[config.mk]
export PLATFORM = sky130hd
export DESIGN_NAME = tri_bus_arbiter
export DESIGN_NICKNAME = d
export VERILOG_FILES = /design/src/rtl/tri_bus_arbiter.sv
export SDC_FILE = /design/constraint.sdc
export NUM_CORES = 1
export LEC_CHECK = 0
export ABC_AREA = 1
export CORE_MARGIN = 5
export CORE_UTILIZATION = 54
export CTS_CLUSTER_SIZE = 30
export DETAILED_ROUTE_END_ITERATION = 7
export GPL_ROUTABILITY_DRIVEN = 0
export PLACE_DENSITY_LB_ADDON = 0.08
export SETUP_SLACK_MARGIN = 0.15
export SLEW_MARGIN = 20
export SYNTH_ARGS = -nofsm -noshare
export SYNTH_HDL_FRONTEND = slang
export SYNTH_SLANG_ARGS = --single-unit
[constraint.sdc]
create_clock -name clk -period 1.85 [get_ports clk]
set_clock_uncertainty 0.05 [all_clocks]
set_input_delay 0.37 -clock clk [delete_from_list [all_inputs] [get_ports clk]]
set_output_delay 0.37 -clock clk [all_outputs]
set_load 0.01 [all_outputs]
[src/rtl/tri_bus_arbiter.sv]
// Round-robin owner selection for a shared tri-state net: one-hot registered drive enables,
// a bounded hold time per owner and forced all-off turnaround cycles between owners.
module tri_bus_arbiter #(
    parameter int NUM_REQ   = 4,
    parameter int MAX_HOLD  = 8,
    parameter int TA_CYCLES = 1
) (
    input  logic                       clk,
    input  logic                       rst_n,
    input  logic [NUM_REQ-1:0]         req,
    output logic [NUM_REQ-1:0]         gnt,
    output logic [$clog2(NUM_REQ)-1:0] owner_id,
    output logic                       bus_busy,
    output logic                       preempt
);

    localparam int IDW = $clog2(NUM_REQ);
    localparam int HCW = $clog2(MAX_HOLD + 1);
    localparam int TCW = $clog2(TA_CYCLES + 1);
    localparam logic [HCW-1:0] HOLD_LAST = HCW'(MAX_HOLD - 1);
    localparam logic [TCW-1:0] TA_LAST   = TCW'(TA_CYCLES - 1);
    localparam logic [IDW-1:0] ID_LAST   = IDW'(NUM_REQ - 1);

    typedef enum logic [1:0] {
        IDLE,
        GRANT,
        TURNAROUND
    } state_t;

    state_t             state;
    state_t             state_next;
    logic [NUM_REQ-1:0] gnt_next;
    logic [IDW-1:0]     owner_next;
    logic [IDW-1:0]     rr_ptr;
    logic [IDW-1:0]     rr_ptr_next;
    logic [HCW-1:0]     hold_cnt;
    logic [HCW-1:0]     hold_next;
    logic [TCW-1:0]     ta_cnt;
    logic [TCW-1:0]     ta_next;
    logic               preempt_next;
    logic               win_found;
    logic [IDW-1:0]     win_id;
    logic               owner_req;
    logic               hold_done;

    assign owner_req = req[owner_id];
    assign hold_done = (hold_cnt == HOLD_LAST);

    // Search upward from rr_ptr, wrapping at NUM_REQ, for the first pending request.
    always_comb begin
        int              idx;
        logic [IDW-1:0]  cand;
        win_found = 1'b0;
        win_id    = '0;
        for (int i = 0; i < NUM_REQ; i++) begin
            idx = int'(rr_ptr) + i;
            if (idx >= NUM_REQ) begin
                idx = idx - NUM_REQ;
            end
            cand = IDW'(idx);
            if (!win_found && req[cand]) begin
                win_found = 1'b1;
                win_id    = cand;
            end
        end
    end

    always_ff @(posedge clk or negedge rst_n) begin
        if (!rst_n) begin
            state    <= IDLE;
            gnt      <= '0;
            owner_id <= '0;
            rr_ptr   <= '0;
            hold_cnt <= '0;
            ta_cnt   <= '0;
            preempt  <= 1'b0;
        end else begin
            state    <= state_next;
            gnt      <= gnt_next;
            owner_id <= owner_next;
            rr_ptr   <= rr_ptr_next;
            hold_cnt <= hold_next;
            ta_cnt   <= ta_next;
            preempt  <= preempt_next;
        end
    end

    always_comb begin
        state_next = state;
        case (state)
            IDLE:       if (win_found) state_next = GRANT;
            GRANT:      if (!owner_req || hold_done) state_next = TURNAROUND;
            TURNAROUND: if (ta_cnt == TA_LAST) state_next = IDLE;
            default:    state_next = IDLE;
        endcase
    end

    // A release that coincides with the timeout counts as voluntary, so preempt needs req still high.
    always_comb begin
        gnt_next     = gnt;
        owner_next   = owner_id;
        rr_ptr_next  = rr_ptr;
        hold_next    = hold_cnt;
        ta_next      = ta_cnt;
        preempt_next = 1'b0;
        case (state)
            IDLE: begin
                if (win_found) begin
                    gnt_next    = NUM_REQ'(1) << win_id;
                    owner_next  = win_id;
                    rr_ptr_next = (win_id == ID_LAST) ? '0 : win_id + 1'b1;
                    hold_next   = '0;
                end
            end
            GRANT: begin
                if (state_next == TURNAROUND) begin
                    gnt_next     = '0;
                    ta_next      = '0;
                    preempt_next = hold_done && owner_req;
                end else begin
                    hold_next = hold_cnt + 1'b1;
                end
            end
            TURNAROUND: begin
                if (ta_cnt != TA_LAST) begin
                    ta_next = ta_cnt + 1'b1;
                end
            end
            default: gnt_next = '0;
        endcase
    end

    assign bus_busy = |gnt;

endmodule

**Word-level counts from Yosys, hierarchy flattened**

Index checks and enable logic that the tools add are counted.

- Add/sub/neg operators: 10
- Magnitude comparators: 9
- Equality and inequality tests: 8
- Shift operators: 1
- Multiplexer cells: 38
- Bitwise operators: 1
- Reduce and logical (&&, ||, !) cells: 17

Operator list:

| cell | number |
|---|---|
| 2-bit two-way mux | 12 |
| 4-bit two-way mux | 4 |
| 2-bit by 3-bit < comparator with 1-bit output (second input constant) | 5 |
| 1-bit two-way mux | 13 |
| 4-bit case mux with 3 select lines | 1 |
| 1-bit binary-select mux with 2-bit select | 5 |
| 3-bit greater-or-equal comparator (second input constant) | 3 |
| 4-bit case mux with 2 select lines | 1 |
| 2-bit by 1-bit subtractor with 2-bit output (second input constant) | 4 |
| 2-bit by 2-bit adder with 3-bit output (second input constant) | 2 |
| 2-bit == test (second input constant) | 3 |
| 2-bit inequality test (second input constant) | 3 |
| 2-bit case mux with 3 select lines | 1 |
| 3-bit AND reduction | 2 |
| 4-bit by 1-bit adder with 4-bit output (second input constant) | 1 |
| 4-bit by 3-bit == test with 1-bit output (second input constant) | 1 |
| 1-bit logical AND | 4 |
| 1-bit logical NOT | 4 |
| 2-bit AND reduction | 2 |
| 2-bit nonzero test | 2 |
| 4-bit OR reduction | 1 |
| 1-bit by 2-bit << shifter with 4-bit output (first input constant) | 1 |
| 2-bit by 1-bit adder with 3-bit output (second input constant) | 1 |
| 2-bit by 3-bit greater-or-equal comparator with 1-bit output (second input constant) | 1 |
| other kinds (7) | 7 |

- Bits in registers: 16
- Input bits: 6
- Output and inout port bits: 8

**Logic depth before layout (Yosys ltp)**

- Word-level depth: 19
- Depth in mapped cells: 15
- Depth with buffers taken out: 15

**Least setup slack after synthesis**

No wires, ideal clock.

- Path kind: register to register
- Start: reg rr_ptr[0]
- End: reg rr_ptr[1]
- Arrival time: 1.530 ns
- Required time: 1.678 ns
- Slack: 0.148 ns
- Cell stages (with the launch flop): 13
- Buffers on the path: 1
- Period minus slack after synthesis: 1.702 ns
- Cells stage by stage: dfrtp_1 > buf_6 > nand2_1 > nand2_1 > nand2_1 > nand2_2 > nor2_4 > nand3_1 > nand3_1 > inv_1 > ha_1 > nand2_1 > o21ai_1

- Cells in the longest elaborated chain, start to end: 16
- Elaborated cells between the ends (all ways): 41
- Those cells by class: add/sub: 8; order compare: 4; eq/ne: 1; mux: 21; reduce/logical: 7

RTL lines:

| what | RTL line | RTL |
|---|---|---|
| start, declared | 34 | `logic [IDW-1:0] rr_ptr;` |
| start signal, assigned | 81 | `rr_ptr <= rr_ptr_next;` |
| parallel branches: the longest is 13 deep, another holds 2-bit by 1-bit adder with 3-bit output | n/a |  |
| 2-bit two-way mux (*) | 61 | `if (!win_found && req[cand]) begin` |
| via win_id[1] | 42 | `logic [IDW-1:0] win_id;` |
| 2-bit by 1-bit adder with 2-bit output / 2-bit == test (equally long branches) | 111 | `rr_ptr_next = (win_id == ID_LAST) ? '0 : win_id + 1'b1;` |
| 2-bit two-way mux (*) | 111 |  |

Mark *: on every way through the listed nets, which the timed path passes. The select of a mux whose other input is x is not followed.
A chain may end at the register's enable or synchronous reset.

**Worst setup path after layout**

Ends and elaborated chain as after synthesis.

==> Flow_metrics.wiki <==
{| class="wikitable"
! Metric !! Value
|-
| Run status || finished with violations
|-
| Violated checks || setup timing
|-
| Setup Viol. Count Final || 1
|-
| Number of buffers on the longest clock path || 2
|-
| Endpoint class of the critical path || flop
|-
| Cells traversed along the worst timing path || buf_6 > nand2_2 > nand2_2 > nand2_2 > nand2_2 > nor2_4 > nand3_1 > nand3_2 > inv_1 > ha_2 > nand2_1 > o21ai_1
|-
| Die area || 2960 µm²
|-
| Total GRT Usage || 0.183
|-
| Clock latency at the later pin of the worst-skew pair || 0.28 ns
|-
| H-tree depth reported by CTS || 1
|-
| Fmax || 538 MHz
|-
| Clock tree from TritonCTS || yes
|-
| Master cell of the clock root buffer || clkbuf_4
|-
| Mean number of vias per cell || 4.63
|-
| Fin worst setup slack || -0.00976 ns
|-
| Final design area excluding fillers || 1490 µm²
|-
| Number of antenna violations at the first check in global routing || 0
|-
| Final hold vios || 0
|-
| Final antenna diode count || 0
|-
| Worst-Margin Slew || 0.240 ns
|-
| Cts bufs inserted || 3
|-
| Leak Pwr || 0.789 nW
|-
| Power, Total || 2.86 mW
|-
| Maximum VDD drop || 1.12 mV
|-
| Sum of buffers and inverters on the critical path || 2
|-
| Clock sink count || 15
|-
| Layout Utilization || 0.776
|-
| Gate family responsible for the most delay along the worst path || simple AND/OR/NAND/NOR gates
|-
| Sequential-to-total area share from yosys stat || 0.352
|-
| Most numerous cell on the critical path || nand2_2
|-
| Die Span Y || 54.4 µm
|-
| Total gr overflow || 0
|-
| Synthesized Nets || 165
|-
| Pin count of the biggest net entering global routing || 16
|-
| Clk slew on worst S/H paths || 0.08 ns
|-
| Data arrival time of the critical path || 2.02 ns
|-
| Wirelength, routed || 2270 µm
|-
| Drt first-iter violations || 14
|-
| Number of synthesized register bits || 15
|-
| Fraction of layout cells with a size suffix above 1 || 0.358
|-
| Slowest stage cell, crit path || dfrtp_2
|-
| Area of the core || 1920 µm²
|-
| Crit path launch type || flop
|-
| Final hold slack || 0.341 ns
|-
| Initial standard-cell utilization of the core || 0.555
|-
| Unrepaired setup endpoints after global routing || yes
|-
| Time the worst path needs with I/O delays and setup || 1.86 ns
|-
| Worst Path Required || 2.01 ns
|-
| Count of different cell masters after synthesis || 19
|-
| Net count of the finished layout || 202
|-
| Relative slew margins || 0.839
|-
| Type of the worst setup path || reg2reg
|-
| Setup Total Neg Slack || -0.00976 ns
|-
| Pre-CTS setup slack || -0.344 ns
|-
| Detail-routed net length per standard cell || 10.5 µm
|-
| Routed via count || 1,004
|-
| Final Max Slew Viols || 0
|-
| Tightest Hold Check Type || in2async
|-
| Final antenna-violating net count || 0
|-
| Cell count after synthesis || 154
|-
| Area of the mapped netlist || 1070 µm²
|-
| Detailed-placement wirelength estimate || 1740 µm
|-
| Highest cell delay on the worst timing path || 0.47 ns
|-
| First-pass GRT wire length || 3850 µm
|-
| Top cells by area, synth || dfrtp_1, nand2_1, inv_1
|-
| FILL cells || 161
|-
| Number of max-cap violations || 0
|-
| Average cell area after synthesis || 6.92 µm²
|-
| Cell area power density || 1920 nW/µm²
|-
| Horizontal die dimension || 54.4 µm
|-
| Detailed-route DRC error count || 0
|-
| Crit share post-route || 1.01
|-
| Fraction of post-synthesis cell area in the top cell type by area || 0.352
|-
| Number of global-route vias before repair || 998
|-
| Post-route insts no fill || 217
|-
| Growth of design area from synthesis to finish || 39.9%
|-
| Number of search-and-repair iterations in the first detailed-routing pass || 4
|-
| Io pins || 14
|-
| Area after detailed placement || 1320 µm²
|-
| Highest net fanout along the worst path || 7
|-
| Number of warning messages in the yosys log || 0
|-
| Port-buffer cells || 13
|-
| Std cell rows || 16
|-
| Biggest area consumer among synthesized cells || dfrtp_1
|-
| Cell count after placement || 206
|}
[repair_timing]
item                       4_1_cts  5_1_grt
resized for setup               24       13
gates cloned                     0        0
setup endpoints to repair        9       14
buffers inserted                 4        3
pin swaps                       13        2
hold buffers                     0        0
[path summary, 6_finish.rpt]
path	start	to	slack, ns	depth (start not counted)
max	rr_ptr[0]$_DFFE_PN0P_	rr_ptr[1]$_DFFE_PN0P_	-0.01	12
min reg2reg	gnt[1]$_DFFE_PN0P_	gnt[1]$_DFFE_PN0P_	0.50	2
min in group clk	gnt[1]$_DFFE_PN0P_	gnt[1]$_DFFE_PN0P_	0.50	2
max reg2reg	rr_ptr[0]$_DFFE_PN0P_	rr_ptr[1]$_DFFE_PN0P_	-0.01	12
max in group asynchronous	rst_n	rr_ptr[0]$_DFFE_PN0P_	1.23	2
min	rst_n	hold_cnt[3]$_DFFE_PN0P_	0.34	2
[flip-flops by register name (all words and copies together) (netlist names)]
register,cells
owner_id,2
state,2
rr_ptr,2
hold_cnt,4
preempt,1
gnt,4
[synth_stat cells]
library cell  instances
inv_1                25
nand2_2               7
nand2_4               2
dfrtp_1              15
o21ai_1               5
buf_6                 1
nand2_1              49
o21ai_0               2
o21ai_2               4
nor2_1               14
nand3_2               3
nor3_1                2
a21oi_1               1
nand3_1              11
inv_2                 4
nor2_4                1
xor2_1                2
nand4_1               1
ha_1                  5
[power breakdown]
part	switching, mW	internal [mW]
Clock	0.0917	0.0837
Sequential	0.0981	0.440
Combinational	1.21	0.935
Total	1.40	1.46
[metal layers]
metal | share of wire | vias up | GRT usage
met5 | 0 | - | 0
met4 | 0.038 | 0 | 0.120
met3 | 0.017 | 11 | 0.0327
met2 | 0.53 | 16 | 0.333
met1 | 0.42 | 432 | 0.189
li1 | - | 545 | -
[layout make-up]
class | instances | area (µm²) | area share
multi-input cells | 109 | 657 | 0.440
flip-flops and latches | 15 | 378 | 0.253
repair buffers | 33 | 280 | 0.188
inverters | 29 | 116 | 0.0780
well taps | 27 | 33.8 | 0.0227
clock buffers | 4 | 26.3 | 0.0176
[layout by cell type, fill, tap and decap left out, types with 2 or more instances in the layout]
master	instances
o21ai_1	3
inv_2	5
nand2_2	13
dfrtp_2	2
nand3_2	6
dfrtp_1	13
xor2_1	2
nand2_1	41
ha_2	2
buf_4	19
o21ai_2	7
clkdlybuf4s50_1	7
nand3_1	8
clkbuf_4	3
dlygate4sd2_1	5
nand2_4	4
nor3_1	2
nor2_1	14
inv_4	3
inv_1	21
ha_4	2
[cell families (layout without fill, tap and decap cells)]
family,Yosys count,after routing,share of synthesized area
simple gates,90,90,0.390
flops,15,15,0.352
fa+ha+maj,5,5,0.0587
compound gates,12,12,0.0704
xor+xnor,2,2,0.0164
buf+inv,30,66,0.113
(Power assumes the default switching activity.)
